--- src/rtl/sw_reg_cmd_sequencer.sv ---
// -----------------------------------------------------------------------------
// sw_reg_cmd_sequencer
//
// Interprets the 32-bit word presented by the PPC->Simulink software register
// as a command, in the user clock domain. Bit 31 is a toggle: software issues
// (or re-issues) a command by flipping it. Commands produce a pulse, an arm
// level, or a delayed one-cycle trigger.
//
// Word layout: [31] toggle, [30:28] opcode, [ARG_W-1:0] argument.
//   0 NOP, 1 PULSE (max(arg,1) cycles), 2 ARM, 3 DISARM,
//   4 DELAY_PULSE (wait max(arg,1) cycles, then 1-cycle pulse), 5-7 reserved.
//
// Ports:
//   user_clk     in   1           user clock
//   user_rst     in   1           asynchronous active-high reset
//   user_data_in in   32          software register word (may be X before first write)
//   cmd_strobe   out  1           one-cycle pulse when a command is accepted
//   pulse_out    out  1           PULSE / DELAY_PULSE output
//   arm_out      out  1           set by ARM, cleared by DISARM
//   busy         out  1           high while a PULSE/DELAY_PULSE is in progress
//   err_opcode   out  1           sticky flag, set by a reserved opcode
//   cmd_count    out  CMD_CNT_W   accepted commands, wraps
//   drop_count   out  DROP_CNT_W  commands discarded while busy, saturates
// -----------------------------------------------------------------------------
module sw_reg_cmd_sequencer #(
    parameter int ARG_W      = 28,
    parameter int CMD_CNT_W  = 16,
    parameter int DROP_CNT_W = 8
) (
    input  logic                  user_clk,
    input  logic                  user_rst,
    input  logic [31:0]           user_data_in,
    output logic                  cmd_strobe,
    output logic                  pulse_out,
    output logic                  arm_out,
    output logic                  busy,
    output logic                  err_opcode,
    output logic [CMD_CNT_W-1:0]  cmd_count,
    output logic [DROP_CNT_W-1:0] drop_count
);

    typedef enum logic [1:0] {
        ST_SYNC,
        ST_IDLE,
        ST_DELAY,
        ST_PULSE
    } state_t;

    localparam logic [ARG_W-1:0]      ARG_ONE  = ARG_W'(1);
    localparam logic [CMD_CNT_W-1:0]  CMD_ONE  = CMD_CNT_W'(1);
    localparam logic [DROP_CNT_W-1:0] DROP_ONE = DROP_CNT_W'(1);

    state_t           r_state;
    logic [31:0]      r_data_q;
    logic             r_last_tog;
    logic [ARG_W-1:0] r_cnt;

    logic             w_new_cmd;
    logic [2:0]       w_opcode;
    logic [ARG_W-1:0] w_arg;
    logic [ARG_W-1:0] w_load;
    logic             w_drop;

    // The input register is deliberately not reset: after reset the SYNC
    // cycle must sample the word software is actually holding, so that an
    // unchanged word is never mistaken for a fresh toggle.
    always_ff @(posedge user_clk) begin
        r_data_q <= user_data_in;
    end

    always_comb begin
        w_new_cmd = (r_data_q[31] != r_last_tog);
        w_opcode  = r_data_q[30:28];
        w_arg     = r_data_q[ARG_W-1:0];
        // Counter runs down to zero, so load max(arg,1)-1.
        w_load    = (w_arg == '0) ? '0 : (w_arg - ARG_ONE);
        w_drop    = w_new_cmd && (drop_count != '1);
    end

    always_ff @(posedge user_clk or posedge user_rst) begin
        if (user_rst) begin
            r_state    <= ST_SYNC;
            r_last_tog <= 1'b0;
            r_cnt      <= '0;
            cmd_strobe <= 1'b0;
            pulse_out  <= 1'b0;
            arm_out    <= 1'b0;
            busy       <= 1'b0;
            err_opcode <= 1'b0;
            cmd_count  <= '0;
            drop_count <= '0;
        end else begin
            cmd_strobe <= 1'b0;
            // In SYNC this captures the pre-existing toggle; elsewhere it
            // consumes each flip exactly once, whether executed or dropped.
            r_last_tog <= r_data_q[31];

            case (r_state)
                ST_SYNC: begin
                    r_state <= ST_IDLE;
                end

                ST_IDLE: begin
                    if (w_new_cmd) begin
                        cmd_strobe <= 1'b1;
                        cmd_count  <= cmd_count + CMD_ONE;
                        case (w_opcode)
                            3'd0: ;
                            3'd1: begin
                                pulse_out <= 1'b1;
                                busy      <= 1'b1;
                                r_cnt     <= w_load;
                                r_state   <= ST_PULSE;
                            end
                            3'd2: arm_out <= 1'b1;
                            3'd3: arm_out <= 1'b0;
                            3'd4: begin
                                busy    <= 1'b1;
                                r_cnt   <= w_load;
                                r_state <= ST_DELAY;
                            end
                            default: err_opcode <= 1'b1;
                        endcase
                    end
                end

                ST_DELAY: begin
                    if (w_drop) begin
                        drop_count <= drop_count + DROP_ONE;
                    end
                    if (r_cnt == '0) begin
                        // Trigger is a single cycle: PULSE with count 0.
                        pulse_out <= 1'b1;
                        r_state   <= ST_PULSE;
                    end else begin
                        r_cnt <= r_cnt - ARG_ONE;
                    end
                end

                ST_PULSE: begin
                    if (w_drop) begin
                        drop_count <= drop_count + DROP_ONE;
                    end
                    if (r_cnt == '0) begin
                        pulse_out <= 1'b0;
                        busy      <= 1'b0;
                        r_state   <= ST_IDLE;
                    end else begin
                        r_cnt <= r_cnt - ARG_ONE;
                    end
                end

                default: begin
                    r_state <= ST_SYNC;
                end
            endcase
        end
    end

endmodule

--- config.mk ---
export PLATFORM = sky130hd
export DESIGN_NAME = sw_reg_cmd_sequencer
export DESIGN_NICKNAME = d
export VERILOG_FILES = /design/src/rtl/sw_reg_cmd_sequencer.sv
export SDC_FILE = /design/constraint.sdc
export NUM_CORES = 1
export LEC_CHECK = 0
export CAP_MARGIN = 15
export CORE_ASPECT_RATIO = 1.5
export CORE_MARGIN = 5
export CORE_UTILIZATION = 35
export CTS_BUF_LIST = sky130_fd_sc_hd__clkbuf_2
export CTS_CLUSTER_DIAMETER = 100
export DETAILED_ROUTE_END_ITERATION = 12
export GPL_TIMING_DRIVEN = 0
export PLACE_DENSITY = 0.65
export SETUP_SLACK_MARGIN = 0.15
export SYNTH_ARGS = -nofsm -noshare
export SYNTH_HDL_FRONTEND = slang
export SYNTH_SLANG_ARGS = --single-unit
--- constraint.sdc ---
create_clock -name user_clk -period 3.7 [get_ports user_clk]
set_clock_uncertainty 0.2 [all_clocks]
set_input_delay 0.74 -clock user_clk [delete_from_list [all_inputs] [get_ports user_clk]]
set_output_delay 0.74 -clock user_clk [all_outputs]
set_load 0.03 [all_outputs]
==> metrics.yaml <==
worstMarginPinSlew_ns: 1.00
slew_headroom: 0.331
routed_wl_mm: 10.8
viasPerCell: 5.39
die_h_um: 149
wl_per_cell_um: 15.4
detail-route-antenna-nets: 0
grt_max_degree: 40
critical_path.cell_chain: "inv_1, ha_1, nor3b_1, nand3_1, nor3_1, o21ai_0, a22o_1"
fillCellCount: 1235
ys_ff_latch: 92
rows: 50
slowest_stage: "nor3b_1"
drc: 0
rsz0062_at_grt: "no"
grt_pass1_wl_mm: 18.3
crit_fanout: 7
ctsHoldBuffers: 0
cap_viol_max_count: 0
syn_area_sq_um: 4520
final_nets: 586
cp_num_buf_inv: 1
cts_htree_levels: 3
numPortBuffers: 62
cts_max_path_buffers: 2
ys.flop_type: "dfrtp_1"
insertion_delay_ns: 0.54
synthCells: 469
die-area_sq_um: 15300
multiInputGateArea_sq_um: 2250
track_usage: 0.149
cts_resized: 0
vias: 3793
setup_viol: 0
cp-end-kind: "register"
slowest_delay_ns: 0.82
status: "finished, final reports clean"
synth-warning-count: 0
async_flop_share: 0.652
num_io_pins: 63
worstPathArrival_ns: 3.20
first_global_vias: 3852
crit_path_start_kind: "register"
diodes: 0
clk_pin_slew_ns: 0.23
hold_violations: 0
tritoncts: "built"
firstDrtPassIters: 4
critPathKind: "reg2reg"
ys_seq_area_frac: 0.474
cts_buffers: 9
drive_gt1_frac: 0.0712
hpwl_mm: 8.18
start_util: 0.359
cts-root-buf: "clkbuf_2"
holdCritPathClass: "reg2reg"
avgSynthCellArea_sq_um: 9.63
crit_family: "simple AND/OR/NAND/NOR gates"
synth.net_count: 512
finalCriticalPeriod_ns: 2.94
antenna_found_initial: 0
syn_to_final_growth_pct: 20.8
synth_cell_types: 57
worst_hold_slack_ns: 0.214
postCtsSetupRepairBufs: 0
required_ns: 3.96
gr-total-overflow: 0
coreArea_sq_um: 12600
synth_edf_count: 0
p_per_area_nw_per_um2: 702
leakage_uw: 0.00212
period_share: 0.794
seq_area_sq_um: 2140
max_freq_mhz: 340
final-max-slew-violation-count: 0
setup_tns_ns: 0
die_w_um: 103
gp_congestion: 0.893
ir_worst_vdd_mv: 0.211
drtIter0Drc: 220
cts_sinks: 92
==> Yosys cell counts (4+ instances only) <==
cell type,number,area (sq um)
nand4_1,10,62.6
nand2_1,34,128
a21oi_1,20,100
or3_1,8,50.1
a22o_1,9,78.8
and2_1,4,25.0
dfrtp_1,60,1500
xor2_1,19,166
ha_1,9,113
o32ai_1,4,35.0
clkbuf_1,8,30.0
inv_1,16,60.1
dfxtp_1,32,641
nor2_1,39,146
nor3_1,19,95.1
nor4_1,15,93.8
or4_1,5,37.5
nand3_1,19,95.1
o21ai_0,20,100
o21ai_1,21,105
o22ai_1,7,43.8
and3_1,5,31.3
buf_2,6,30.0
a32oi_1,6,52.6
xnor2_1,30,263
==> through the flow <==
stage	cells	area [sq um]	total power, uW	util	worst slack (ns)
after floorplan	469	4520	2770	-	1.28
after CTS	704	5460	3850	0.434	0.819
after global placement	687	5330	3300	0.424	0.0988
final	704	5460	3830	0.434	0.761
after detailed placement	688	5350	3370	0.426	0.843
after global routing	704	5460	4120	0.434	0.555
==> sequential cells by signal (all words and copies together), names as in the netlist, 2 cells and up <==
name        cells
drop_count      8
r_data_q       32
r_state         2
r_cnt          28
cmd_count      16
==> placed cells by master (no fill, tap or decap), types with 3 or more instances in the layout <==
cell type        instances
o21ai_1                 21
o32ai_1                  4
a21oi_1                 20
nor4_1                  15
xor2_1                  19
clkdlybuf4s50_1         62
o211ai_1                 3
nor4_4                   3
buf_2                    6
dfrtp_1                 60
nand2_1                 34
nand4_1                 10
o22ai_1                  7
xnor2_1                 30
inv_1                   15
o21ai_0                 20
a22o_1                   9
or4_1                    5
nand3_1                 19
clkbuf_2                10
dfxtp_1                 32
clkbuf_1                 8
or3_1                    8
ha_1                     9
and2_1                   4
a32oi_1                  6
a31oi_1                  3
and3_1                   5
nor3_1                  19
nor2_1                  39
==> worst paths after layout <==
kind | start | endpoint | slack [ns] | cells after the start
min | r_data_q[31] | r_last_tog | 0.21 | 0
max | r_cnt[0] | r_cnt[14] | 0.76 | 7
max reg2reg | r_cnt[0] | r_cnt[14] | 0.76 | 7
min reg2reg | r_data_q[31] | r_last_tog | 0.21 | 0
max in group asynchronous | user_rst | r_cnt[0] | 2.42 | 3
min in group asynchronous | user_rst | cmd_count[0] | 0.30 | 2
==> logic make-up after synthesis <==
group,synth area share
and+or+nand+nor,0.211
xor gates and xnor gates,0.0950
muxes,0.00471
adders and majority gates,0.0249
DFF,0.474
AOI/OAI and AO/OA,0.162
buffers and inverters,0.0283
==> final cells by class <==
type	count	share of cell area
Clock inverter	6	0.0101
Buffer	15	0.0124
Inverter	16	0.0110
Tap cell	156	0.0358
Timing Repair Buffer	63	0.117
Multi-Input combinational cell	346	0.412
Clock buffer	10	0.00917
Sequential cell	92	0.392
==> power by group <==
| part | leakage (uW) | internal [uW] | switching [uW] |
|---|---|---|---|
| Sequential | 0.00102 | 1260 | 312 |
| Clock | 0.0000668 | 152 | 320 |
| Combinational | 0.00104 | 713 | 1070 |
| Total | 0.00212 | 2120 | 1710 |
==> metal layers <==
metal / part of all wire / global-route usage / vias up
li1: - / - / 1870
met1: 0.41 / 0.176 / 1775
met2: 0.51 / 0.254 / 121
met3: 0.046 / 0.0225 / 27
met4: 0.034 / 0.0868 / 0
met5: 0 / 0 / -
Note: power is estimated with default switching activity, not from simulation.
